<file path="src/rtl/tlb_req_arb.sv">
// Round-robin arbiter sharing one TLB translation port among N_REQ requesters.
// Optional one-entry last-translation cache is enabled by defining TLB_ARB_LAST_XLATE_EN.

`ifndef DCP_VADDR
`define DCP_VADDR 48
`endif

module tlb_req_arb #(
  parameter int N_REQ = 4,
  parameter int VPN_W = `DCP_VADDR - 12
) (
  input  logic                   clk,
  input  logic                   rst_n,
  input  logic [N_REQ-1:0]       req_valid,
  input  logic [N_REQ*VPN_W-1:0] req_vpn,
  output logic [N_REQ-1:0]       req_ack,
  output logic [VPN_W-1:0]       req_ppn,
  output logic                   tlb_valid,
  output logic [VPN_W-1:0]       tlb_vpn,
  input  logic                   tlb_ack,
  input  logic [VPN_W-1:0]       tlb_ppn,
  input  logic                   flush,
  output logic                   busy
);

  localparam int IDX_W = $clog2(N_REQ);

  typedef enum logic [1:0] {
    IDLE = 2'd0,
    REQ  = 2'd1,
    RESP = 2'd2
  } state_t;

  state_t           state_q, state_d;
  logic [IDX_W-1:0] rr_ptr_q;
  logic [IDX_W-1:0] grant_q;
  logic [VPN_W-1:0] vpn_q;
  logic [VPN_W-1:0] ppn_q;

  logic             grant_any;
  logic [IDX_W-1:0] grant_idx;
  logic [IDX_W:0]   scan_sum;
  logic [IDX_W-1:0] scan_idx;
  logic [VPN_W-1:0] cand_vpn;
  logic             lookup_hit;
  logic [VPN_W-1:0] hit_ppn;

  logic [VPN_W-1:0] vpn_arr [N_REQ];

  for (genvar i = 0; i < N_REQ; i++) begin : g_unpack
    assign vpn_arr[i] = req_vpn[i*VPN_W +: VPN_W];
  end

  // Scan from the highest offset down so the last match taken is the one
  // closest to rr_ptr, giving first-set-at-or-after-pointer with wrap.
  always_comb begin
    // NOTE: every variable gets a default first so no path leaves it unassigned,
    // which would otherwise infer a latch.
    grant_any = 1'b0;
    grant_idx = '0;
    scan_sum  = '0;
    scan_idx  = '0;
    for (int off = N_REQ - 1; off >= 0; off--) begin
      scan_sum = {1'b0, rr_ptr_q} + (IDX_W+1)'(off);
      if (scan_sum >= (IDX_W+1)'(N_REQ)) begin
        scan_sum = scan_sum - (IDX_W+1)'(N_REQ);
      end
      scan_idx = scan_sum[IDX_W-1:0];
      if (req_valid[scan_idx]) begin
        grant_any = 1'b1;
        grant_idx = scan_idx;
      end
    end
  end

  assign cand_vpn = vpn_arr[grant_idx];

`ifdef TLB_ARB_LAST_XLATE_EN
  logic             lx_valid_q;
  logic [VPN_W-1:0] lx_vpn_q;
  logic [VPN_W-1:0] lx_ppn_q;

  assign lookup_hit = lx_valid_q && (lx_vpn_q == cand_vpn);
  assign hit_ppn    = lx_ppn_q;

  // A flush arriving together with a fill wins, leaving the entry invalid.
  always_ff @(posedge clk or negedge rst_n) begin
    if (!rst_n) begin
      lx_valid_q <= 1'b0;
      lx_vpn_q   <= '0;
      lx_ppn_q   <= '0;
    end else if (state_q == REQ && tlb_ack) begin
      lx_valid_q <= !flush;
      lx_vpn_q   <= vpn_q;
      lx_ppn_q   <= tlb_ppn;
    end else if (flush) begin
      lx_valid_q <= 1'b0;
    end
  end
`else
  logic unused_flush;

  assign unused_flush = flush;
  assign lookup_hit   = 1'b0;
  assign hit_ppn      = '0;
`endif

  // State register
  always_ff @(posedge clk or negedge rst_n) begin
    if (!rst_n) begin
      // NOTE: sequential state uses non-blocking assignments so every register
      // samples pre-edge values regardless of block ordering.
      state_q <= IDLE;
    end else begin
      state_q <= state_d;
    end
  end

  // Next-state logic
  always_comb begin
    state_d = state_q;
    unique case (state_q)
      IDLE: begin
        if (grant_any) begin
          state_d = lookup_hit ? RESP : REQ;
        end
      end
      REQ: begin
        if (tlb_ack) begin
          state_d = RESP;
        end
      end
      RESP:    state_d = IDLE;
      default: state_d = IDLE;
    endcase
  end

  // Outputs are decoded from state and registers only; tlb_ack never reaches
  // req_ack combinationally.
  always_comb begin
    req_ack   = '0;
    tlb_valid = 1'b0;
    busy      = 1'b1;
    unique case (state_q)
      IDLE:    busy = 1'b0;
      REQ:     tlb_valid = 1'b1;
      RESP:    req_ack[grant_q] = 1'b1;
      default: busy = 1'b0;
    endcase
  end

  assign tlb_vpn = vpn_q;
  assign req_ppn = ppn_q;

  // Datapath registers. The grant and VPN are latched once in IDLE so the TLB
  // sees a stable request even if the requester misbehaves afterwards.
  always_ff @(posedge clk or negedge rst_n) begin
    if (!rst_n) begin
      // NOTE: datapath registers are reset too, since tlb_vpn and req_ppn are
      // visible outputs with defined reset values.
      rr_ptr_q <= '0;
      grant_q  <= '0;
      vpn_q    <= '0;
      ppn_q    <= '0;
    end else begin
      unique case (state_q)
        IDLE: begin
          if (grant_any) begin
            grant_q <= grant_idx;
            vpn_q   <= cand_vpn;
            if (lookup_hit) begin
              ppn_q <= hit_ppn;
            end
          end
        end
        REQ: begin
          if (tlb_ack) begin
            ppn_q <= tlb_ppn;
          end
        end
        RESP: begin
          rr_ptr_q <= (grant_q == IDX_W'(N_REQ - 1)) ? '0 : grant_q + 1'b1;
        end
        default: ;
      endcase
    end
  end

endmodule

</file>
<file path="config.mk">
export PLATFORM = sky130hd
export DESIGN_NAME = tlb_req_arb
export DESIGN_NICKNAME = d
export VERILOG_FILES = /design/src/rtl/tlb_req_arb.sv
export SDC_FILE = /design/constraint.sdc
export NUM_CORES = 1
export LEC_CHECK = 0
export CORE_MARGIN = 10
export CORE_UTILIZATION = 41
export CTS_CLUSTER_SIZE = 20
export DETAILED_ROUTE_END_ITERATION = 8
export PLACE_DENSITY = 0.95
export SETUP_SLACK_MARGIN = 0.02
export SYNTH_ARGS = -nofsm -noshare
export SYNTH_HDL_FRONTEND = slang
export SYNTH_SLANG_ARGS = --single-unit
</file>
<file path="constraint.sdc">
create_clock -name clk -period 4.9 [get_ports clk]
set_clock_uncertainty 0.05 [all_clocks]
set_input_delay 0.735 -clock clk [delete_from_list [all_inputs] [get_ports clk]]
set_output_delay 0.735 -clock clk [all_outputs]
set_load 0.02 [all_outputs]
</file>
* Word-level counts from Yosys, hierarchy flattened
Cells that the tools add are included.
** Word-level totals
- Logic and storage cells :: 68
- Input port bits :: 188
- Bits in registers :: 78
** Operators by class
- Reductions and logical operators :: 6
- $lt $le $gt $ge :: 11
- Equality and inequality tests :: 5
- Muxes and demuxes :: 32
- Add/subtract/negate cells :: 8
- Bitwise gates (word level) :: 1
** Operator list (count)
- 36-bit binary-select mux with 2-bit select :: 1
- 36-bit two-way mux :: 2
- 2-bit two-way mux :: 11
- 2-bit by 3-bit < comparator with 1-bit output, second input constant :: 5
- 3-bit greater-or-equal comparator, second input constant :: 4
- 1-bit two-way mux :: 11
- 1-bit binary-select mux with 2-bit select :: 4
- 2-bit by 1-bit subtractor with 2-bit output, second input constant :: 4
- 2-bit by 2-bit adder with 3-bit output, second input constant :: 2
- 2-bit AND reduction :: 3
- 2-bit == test, second input constant :: 2
- 4-bit two-way mux :: 1
- 2-bit != test, second input constant :: 2
- 2-bit one-hot mux with 2 select lines :: 1
- 2-bit by 1-bit adder with 3-bit output, second input constant :: 1
- 2-bit by 3-bit greater-or-equal comparator with 1-bit output, second input constant :: 1
- 2-bit NOT with 3-bit output :: 1
- 2-bit by 1-bit adder with 2-bit output, second input constant :: 1
- 1-bit demux with 2-bit select :: 1
- 2-bit by 1-bit == test with 1-bit output, second input constant :: 1
- 2-bit by 1-bit greater-or-equal comparator with 1-bit output, second input constant :: 1
- 2-bit zero test :: 1
- 2-bit OR reduction :: 1
- 1-bit logical AND :: 1

* Logic depth before layout (Yosys ltp)
Gate-level depths: netlist of the first run.
- Depth in word-level cells :: 13
- Gate-level depth with buffers :: 8

* Worst setup path before layout of the first run
Ideal clock, no wire load.
- Kind :: input-to-reg
- Start point :: input req_valid[3]
- End point :: register vpn_q[26] (netlist: tlb_vpn[26])
- Slack :: 2.930 ns
- Stages :: 6
- Data arrival time :: 1.789 ns
- Data required time :: 4.719 ns
- Buffers on the path :: 2
- Cell sequence :: nor4_2 -> nor2b_2 -> buf_2 -> clkbuf_1 -> nor2_1 -> a211oi_2
** On the way
- Word-level cells in the longest chain between the ends :: 10
** Ends and longest elaborated chain
- from (decl) :: line 14 : input logic [N_REQ-1:0] req_valid,
- 1-bit binary-select mux with 2-bit select :: line 69 : if (req_valid[scan_idx]) begin
- 1-bit two-way mux (not written as such) :: line 69
- 2-bit two-way mux (4 in series) :: line 69
- 2-bit NOT with 3-bit output (not written as such) :: line 76 : assign cand_vpn = vpn_arr[grant_idx];
- 36-bit binary-select mux with 2-bit select :: line 76
- 36-bit two-way mux (not written as such) (2 in series) :: line 76
- to (signal assigned) :: line 170 : vpn_q <= cand_vpn;
- to (decl) :: line 37 : logic [VPN_W-1:0] vpn_q;
Parallel ways exist; a longest one is shown, timed or not. The select of a mux whose other input is x is not followed.
A chain may end at the register's enable or synchronous reset.

* Worst setup path after layout of the first run
- Start point :: input req_valid[1]
- End point :: register vpn_q[3] (netlist: tlb_vpn[3])
The elaborated chain is that of the path after synthesis.

==> results of run 1 <==
-- state kept, by name, summed over array words and instances (netlist names) --
| signal | count |
|---|---|
| grant_q | 2 |
| req_ppn | 36 |
| rr_ptr_q | 2 |
| state_q | 2 |
| tlb_vpn | 36 |
-- where the power goes --
group	leakage [nW]	internal, mW	total, mW	switching [mW]
combinational	1.99	1.24	2.59	1.34
clock	0.0955	0.249	0.485	0.236
sequential	0.897	0.977	1.16	0.186
total	2.98	2.47	4.24	1.77
-- per-stage QoR --
step	area (um^2)	utilization	cells
2_1_floorplan	4400	-	367
3_3_place_gp	7090	0.681	745
3_5_place_dp	7090	0.681	745
4_1_cts	7290	0.700	761
5_1_grt	7290	0.700	761
6_report	7290	0.700	761
-- critical path, cell delays in order --
cell and delay (ns):
clkdlybuf4s50_1 0.57, mux2i_1 0.16, a21oi_4 0.16, buf_4 0.36, nand2_8 0.39, a211oi_1 0.58
a211oi_1 0.08
-- cell families after synthesis --
family | synth area share
and+or+nand+nor | 0.108
buffers and inverters | 0.0449
adders and majority gates | 0.0199
muxes | 0.179
AOI/OAI and AO/OA | 0.205
DFF | 0.443
-- layer usage --
metal  part of all wire  vias to the layer above
met2               0.51                      197
met3               0.11                       13
li1                   -                     1865
met5                  0                        -
met1               0.37                     1905
met4              0.012                        0
-- worst paths after layout --
path / from / endpoint / cells past startpoint
min in group asynchronous: rst_n / req_ppn[7] / 1
max in group asynchronous: rst_n / tlb_vpn[27] / 1
hold reg to reg: req_ppn[34] / req_ppn[34] / 1
setup / recovery: req_valid[1] / tlb_vpn[3] / 7
hold / removal: req_ppn[34] / req_ppn[34] / 1
setup reg to reg: rr_ptr_q[1] / tlb_vpn[3] / 6
-- area by class of cell --
cell class	count	area (um^2)
tap	136	170
fill	731	3130
multi-input combinational	256	2260
clock buffer	11	141
sequential	78	1950
inverter	5	18.8
clock inverter	5	58.8
timing repair buffer	270	2690
-- layout by cell type (no fill, tap or decap), drive strengths merged, types with 4 or more instances in the layout --
cell type      netlist  routed
mux2                37      37
inv                  5       5
a21oi                6       6
mux2i               37      37
nor2                38      38
a211oi              72      72
and3                36      36
nand2                6       6
ha                   7       7
dfrtp               78      78
clkbuf              10      11
clkdlybuf4s50        0     263
buf                 18       7
and2                 4       4
==> flow_metrics.py, run 1 <==
metrics = {
    "status": {
        "outcome": "finished, final reports clean",
    },
    "synth": {
        "synth_edf_count": 0,
        "ys_ff_latch": 78,
        "synth_top_flop_cell": "dfrtp_1",
        "synthDistinctLibCells": 32,
        "yosysMostFrequentCell": "dfrtp_1",
        "synthArstFlopShare": 1.00,
        "synth_top_area_cell": "dfrtp_1",
        "yosys-top-cells-area": "dfrtp_1, a211oi_2, mux2_2, mux2i_1, and3_1",
        "postSynthAreaPerCell_um2": 12.0,
        "synth_cells": 367,
        "ys_warn_count": 0,
        "syn-num-nets": 562,
        "synth-seq-area-share": 0.443,
        "synth_top_area_frac": 0.443,
        "syn_area_um2": 4400,
        "ys_top_cells_by_count": "dfrtp_1, a211oi_2, mux2_2, mux2i_1, nor2_1",
    },
    "routing": {
        "drc": 0,
        "drtIter0Drc": 244,
        "routed_wl_um": 16100,
        "vias": 3980,
        "ant_nets": 0,
        "routed_via_density": 5.23,
        "drt_pass1_iterations": 4,
        "routedWlPerCell_um": 21.1,
    },
    "critical_path": {
        "worstSetupPathType": "in -> reg",
        "crit_fanout": 73,
        "startpoint_type": "input port",
        "end_kind": "flip-flop",
        "cp.required_ns": 5.04,
        "r2r_setup_slack_ns": 2.29,
        "cp.arrival_ns": 3.14,
    },
    "die": {
        "dieHeight_um": 124,
        "initial_core_util": 0.423,
        "die_area_um2": 15300,
        "core-area_um2": 10400,
        "io_pins": 266,
        "fp-row-count": 37,
        "die_w_um": 124,
    },
    "clock_network": {
        "worstSkewPairLatency_ns": 0.35,
        "clk_pin_slew_ns": 0.08,
        "cts_buffers": 9,
        "cts_tree": "built",
        "cts_buffer_depth": 2,
        "post_cts_buffers": 0,
        "cts_hold_buf": 0,
        "clock-sinks": 78,
        "root_buffer": "clkbuf_8",
        "h-tree-depth": 3,
        "cts_resized": 0,
    },
    "sta": {
        "hold_viol_final": 0,
        "slew_violations": 0,
        "hold-worst-slack_ns": 0.459,
        "timing.final.ws_setup_ns": 1.90,
        "fin_setup_tns_ns": 0,
        "post-route-min-period_ns": 3.00,
        "setup-violations-final": 0,
        "min_period_over_period": 0.612,
        "tightest_slew_ns": 0.985,
        "relSlewSlack": 0.344,
        "rsz0062_at_grt": "no",
        "fmax_ghz": 0.333,
    },
    "global_route": {
        "grt_pass1_wl_um": 24100,
        "grt.met2_usage": 0.349,
        "globalRouteOverflowTotal": 0,
        "use_met1": 0.226,
        "use_met3": 0.0842,
        "track_usage": 0.203,
        "grt_pass1_vias": 4343,
        "grt_start_max_net_pins": 79,
        "busiest_layer": "met2",
        "antenna_found_initial": 0,
    },
    "cells_and_area": {
        "diodes": 0,
        "area_growth_pct": 65.5,
        "drive_above_1_share": 0.184,
        "fin_nets": 815,
    },
    "power_and_ir_drop": {
        "power_density_nw_per_um2": 581,
        "finalPower_mw": 4.24,
        "vdd_ir_drop_max_v": 0.000296,
        "power.leakage_nw": 2.98,
    },
    "place": {
        "port_buffers": 264,
        "place_ws_ns": 1.53,
        "hpwl_um": 12900,
        "place_congestion": 0.859,
    },
    "worst_hold_path": {
        "hp-class": "reg -> reg",
    },
    "flow_run": {
        "cap_violations": 0,
    },
}
Note: power is estimated with default switching activity, not from simulation.
==> run 2, diff against run 1 <==
--- a/config.mk
+++ b/config.mk
@@ -6,10 +6,10 @@
 export NUM_CORES = 1
 export LEC_CHECK = 0
 export CORE_MARGIN = 10
-export CORE_UTILIZATION = 41
+export CORE_UTILIZATION = 34
 export CTS_CLUSTER_SIZE = 20
 export DETAILED_ROUTE_END_ITERATION = 8
-export PLACE_DENSITY = 0.95
+export PLACE_DENSITY = 0.88
 export SETUP_SLACK_MARGIN = 0.02
 export SYNTH_ARGS = -nofsm -noshare
 export SYNTH_HDL_FRONTEND = slang
==> constraint.sdc (replaced) <==
create_clock -name clk -period 2.52 [get_ports clk]
set_clock_uncertainty 0.05 [all_clocks]
set_input_delay 0.378 -clock clk [delete_from_list [all_inputs] [get_ports clk]]
set_output_delay 0.378 -clock clk [all_outputs]
set_load 0.02 [all_outputs]
==> run 2 against run 1 <==
Sequential power increased by 97%. Design area increased by 4.6%. Routed wire length increased by 5.6%. Via count increased by 2.0%. Total power increased by 110%. Highest routed layer unchanged. Die area increased by 17%. Utilization decreased by 9.8 points. Final cell count increased by 6.8%.
==> flow_metrics.py, run 2 (synthesis results as in run 1) <==
metrics = {
    "status": {
        "outcome": "finished, final reports clean",
    },
    "clock_network": {
        "h-tree-depth": 3,
        "clk_pin_slew_ns": 0.06,
        "post_cts_buffers": 0,
        "cts_tree": "built",
        "cts_buffers": 9,
        "cts_buffer_depth": 2,
        "worstSkewPairLatency_ns": 0.32,
        "root_buffer": "clkbuf_16",
        "clock-sinks": 78,
    },
    "global_route": {
        "grt_pass1_wl_um": 26200,
        "grt_pass1_vias": 4690,
        "track_usage": 0.184,
        "antenna_found_initial": 0,
        "globalRouteOverflowTotal": 0,
        "grt_start_max_net_pins": 79,
    },
    "critical_path": {
        "reg2reg_depth": 6,
        "worstSetupPathType": "in -> reg",
        "end_kind": "flip-flop",
        "startpoint_type": "input port",
        "worstPathCellList": "clkdlybuf4s50_1, mux2i_2, a21oi_4, nand2_8, buf_4, a211oi_1, a211oi_2",
        "cpPeakStageDelay_ns": 0.58,
        "slowest_stage": "clkdlybuf4s50_1",
        "crit_fanout": 20,
        "cp.required_ns": 2.65,
        "cp.arrival_ns": 2.45,
    },
    "sta": {
        "slew_violations": 0,
        "hold_viol_final": 0,
        "fmax_ghz": 0.433,
        "setup-violations-final": 0,
        "relSlewSlack": 0.622,
        "tightest_slew_ns": 0.567,
        "fin_setup_tns_ns": 0,
        "min_period_over_period": 0.917,
        "timing.final.ws_setup_ns": 0.208,
        "post-route-min-period_ns": 2.31,
        "rsz0062_at_grt": "no",
    },
    "die": {
        "die_w_um": 134,
        "core-area_um2": 12700,
        "io_pins": 266,
        "dieHeight_um": 134,
        "fp-row-count": 41,
        "initial_core_util": 0.348,
        "die_area_um2": 17900,
    },
    "cells_and_area": {
        "diodes": 0,
        "fill_cells": 998,
        "postLayoutCellArea_um2": 7630,
        "fin_nets": 832,
        "area_growth_pct": 73.2,
        "drive_above_1_share": 0.207,
        "layout_common_cells": "clkdlybuf4s50_1, dfrtp_1, a211oi_2, mux2_2, nor2_1",
        "final_common_cell": "clkdlybuf4s50_1",
    },
    "power_and_ir_drop": {
        "power.leakage_nw": 3.13,
        "vdd_ir_drop_max_v": 0.000545,
        "finalPower_mw": 8.84,
        "power_density_nw_per_um2": 1160,
    },
    "routing": {
        "drc": 0,
        "vias": 4060,
        "routed_via_density": 4.99,
        "routedWlPerCell_um": 20.9,
        "ant_nets": 0,
        "routed_wl_um": 17000,
        "drt_pass1_iterations": 5,
        "drtIter0Drc": 179,
    },
    "worst_hold_path": {
        "hp-class": "in -> async",
    },
    "place": {
        "place_congestion": 0.752,
        "placed_area_um2": 7320,
        "place_ws_ns": -0.308,
        "port_buffers": 264,
        "hpwl_um": 13600,
    },
    "flow_run": {
        "cap_violations": 0,
    },
}
## run 2: cell types whose count changed in the layout (fill, tap and decap cells not counted), sizes merged
cell      change
buf          +16
a21oi         +1
clkinvlp      -1
## run 2: per-stage QoR
stage                     cells  utilization  hold WS [ns]
after detailed placement    797        0.578         0.388
after CTS                   812        0.600        0.0380
final                       813        0.602        0.0200
after global routing        813        0.602        0.0508
after floorplan             367            -        0.0324
after global placement      797        0.578         0.380
## run 2: final cells by class
type,instances,area [um^2],share of cell area
clock buffer,11,243,0.0318
multi-input combinational,257,2280,0.299
tap,172,215,0.0282
clock inverter,4,47.5,0.00623
timing repair buffer,286,2870,0.376
inverter,5,18.8,0.00246
sequential,78,1950,0.256
## run 2: worst paths after layout
path	start	end	slack (ns)
worst max-delay path	req_valid[1]	tlb_vpn[26]	0.21
worst min-delay path	rst_n	req_ppn[5]	0.02
worst max register to register	rr_ptr_q[1]	tlb_vpn[26]	0.27
worst min register to register	req_ppn[27]	req_ppn[27]	0.45
max in group asynchronous	rst_n	tlb_vpn[34]	2.07
min in group clk	req_ppn[27]	req_ppn[27]	0.45
## run 2: critical path, delay by kind of cell
kind / cells / cell delay [ns]
AO/OA/AOI/OAI: 3 / 0.86
buffers and inverters: 2 / 0.81
AND/OR/NAND/NOR: 1 / 0.21
multiplexers: 1 / 0.18
## run 2: repair_timing
item,in CTS,in global routing
setup endpoints to repair,0,8
gates resized for setup,0,2
hold buffers,0,0
## run 2: layer usage
metal  part of all wire  GRT usage  vias to the layer above
met5                  0          0                        -
met4              0.020     0.0586                        0
met1               0.41      0.211                     1918
met3               0.10     0.0803                       20
li1                   -          -                     1904
met2               0.47      0.302                      218
## run 2: where the power goes
| group | internal, mW | switching [mW] | total [mW] |
|---|---|---|---|
| logic | 2.60 | 2.69 | 5.28 |
| registers | 1.90 | 0.383 | 2.29 |
| clock network | 0.785 | 0.479 | 1.26 |
| total | 5.29 | 3.55 | 8.84 |
==> run 3, diff against run 2 <==
--- a/config.mk
+++ b/config.mk
@@ -5,6 +5,7 @@
 export SDC_FILE = /design/constraint.sdc
 export NUM_CORES = 1
 export LEC_CHECK = 0
+export CAP_MARGIN = 25
 export CORE_MARGIN = 10
 export CORE_UTILIZATION = 34
 export CTS_CLUSTER_SIZE = 20
==> results of run 3 <==
Final layout, timing and power as in run 2 (identical DEF).
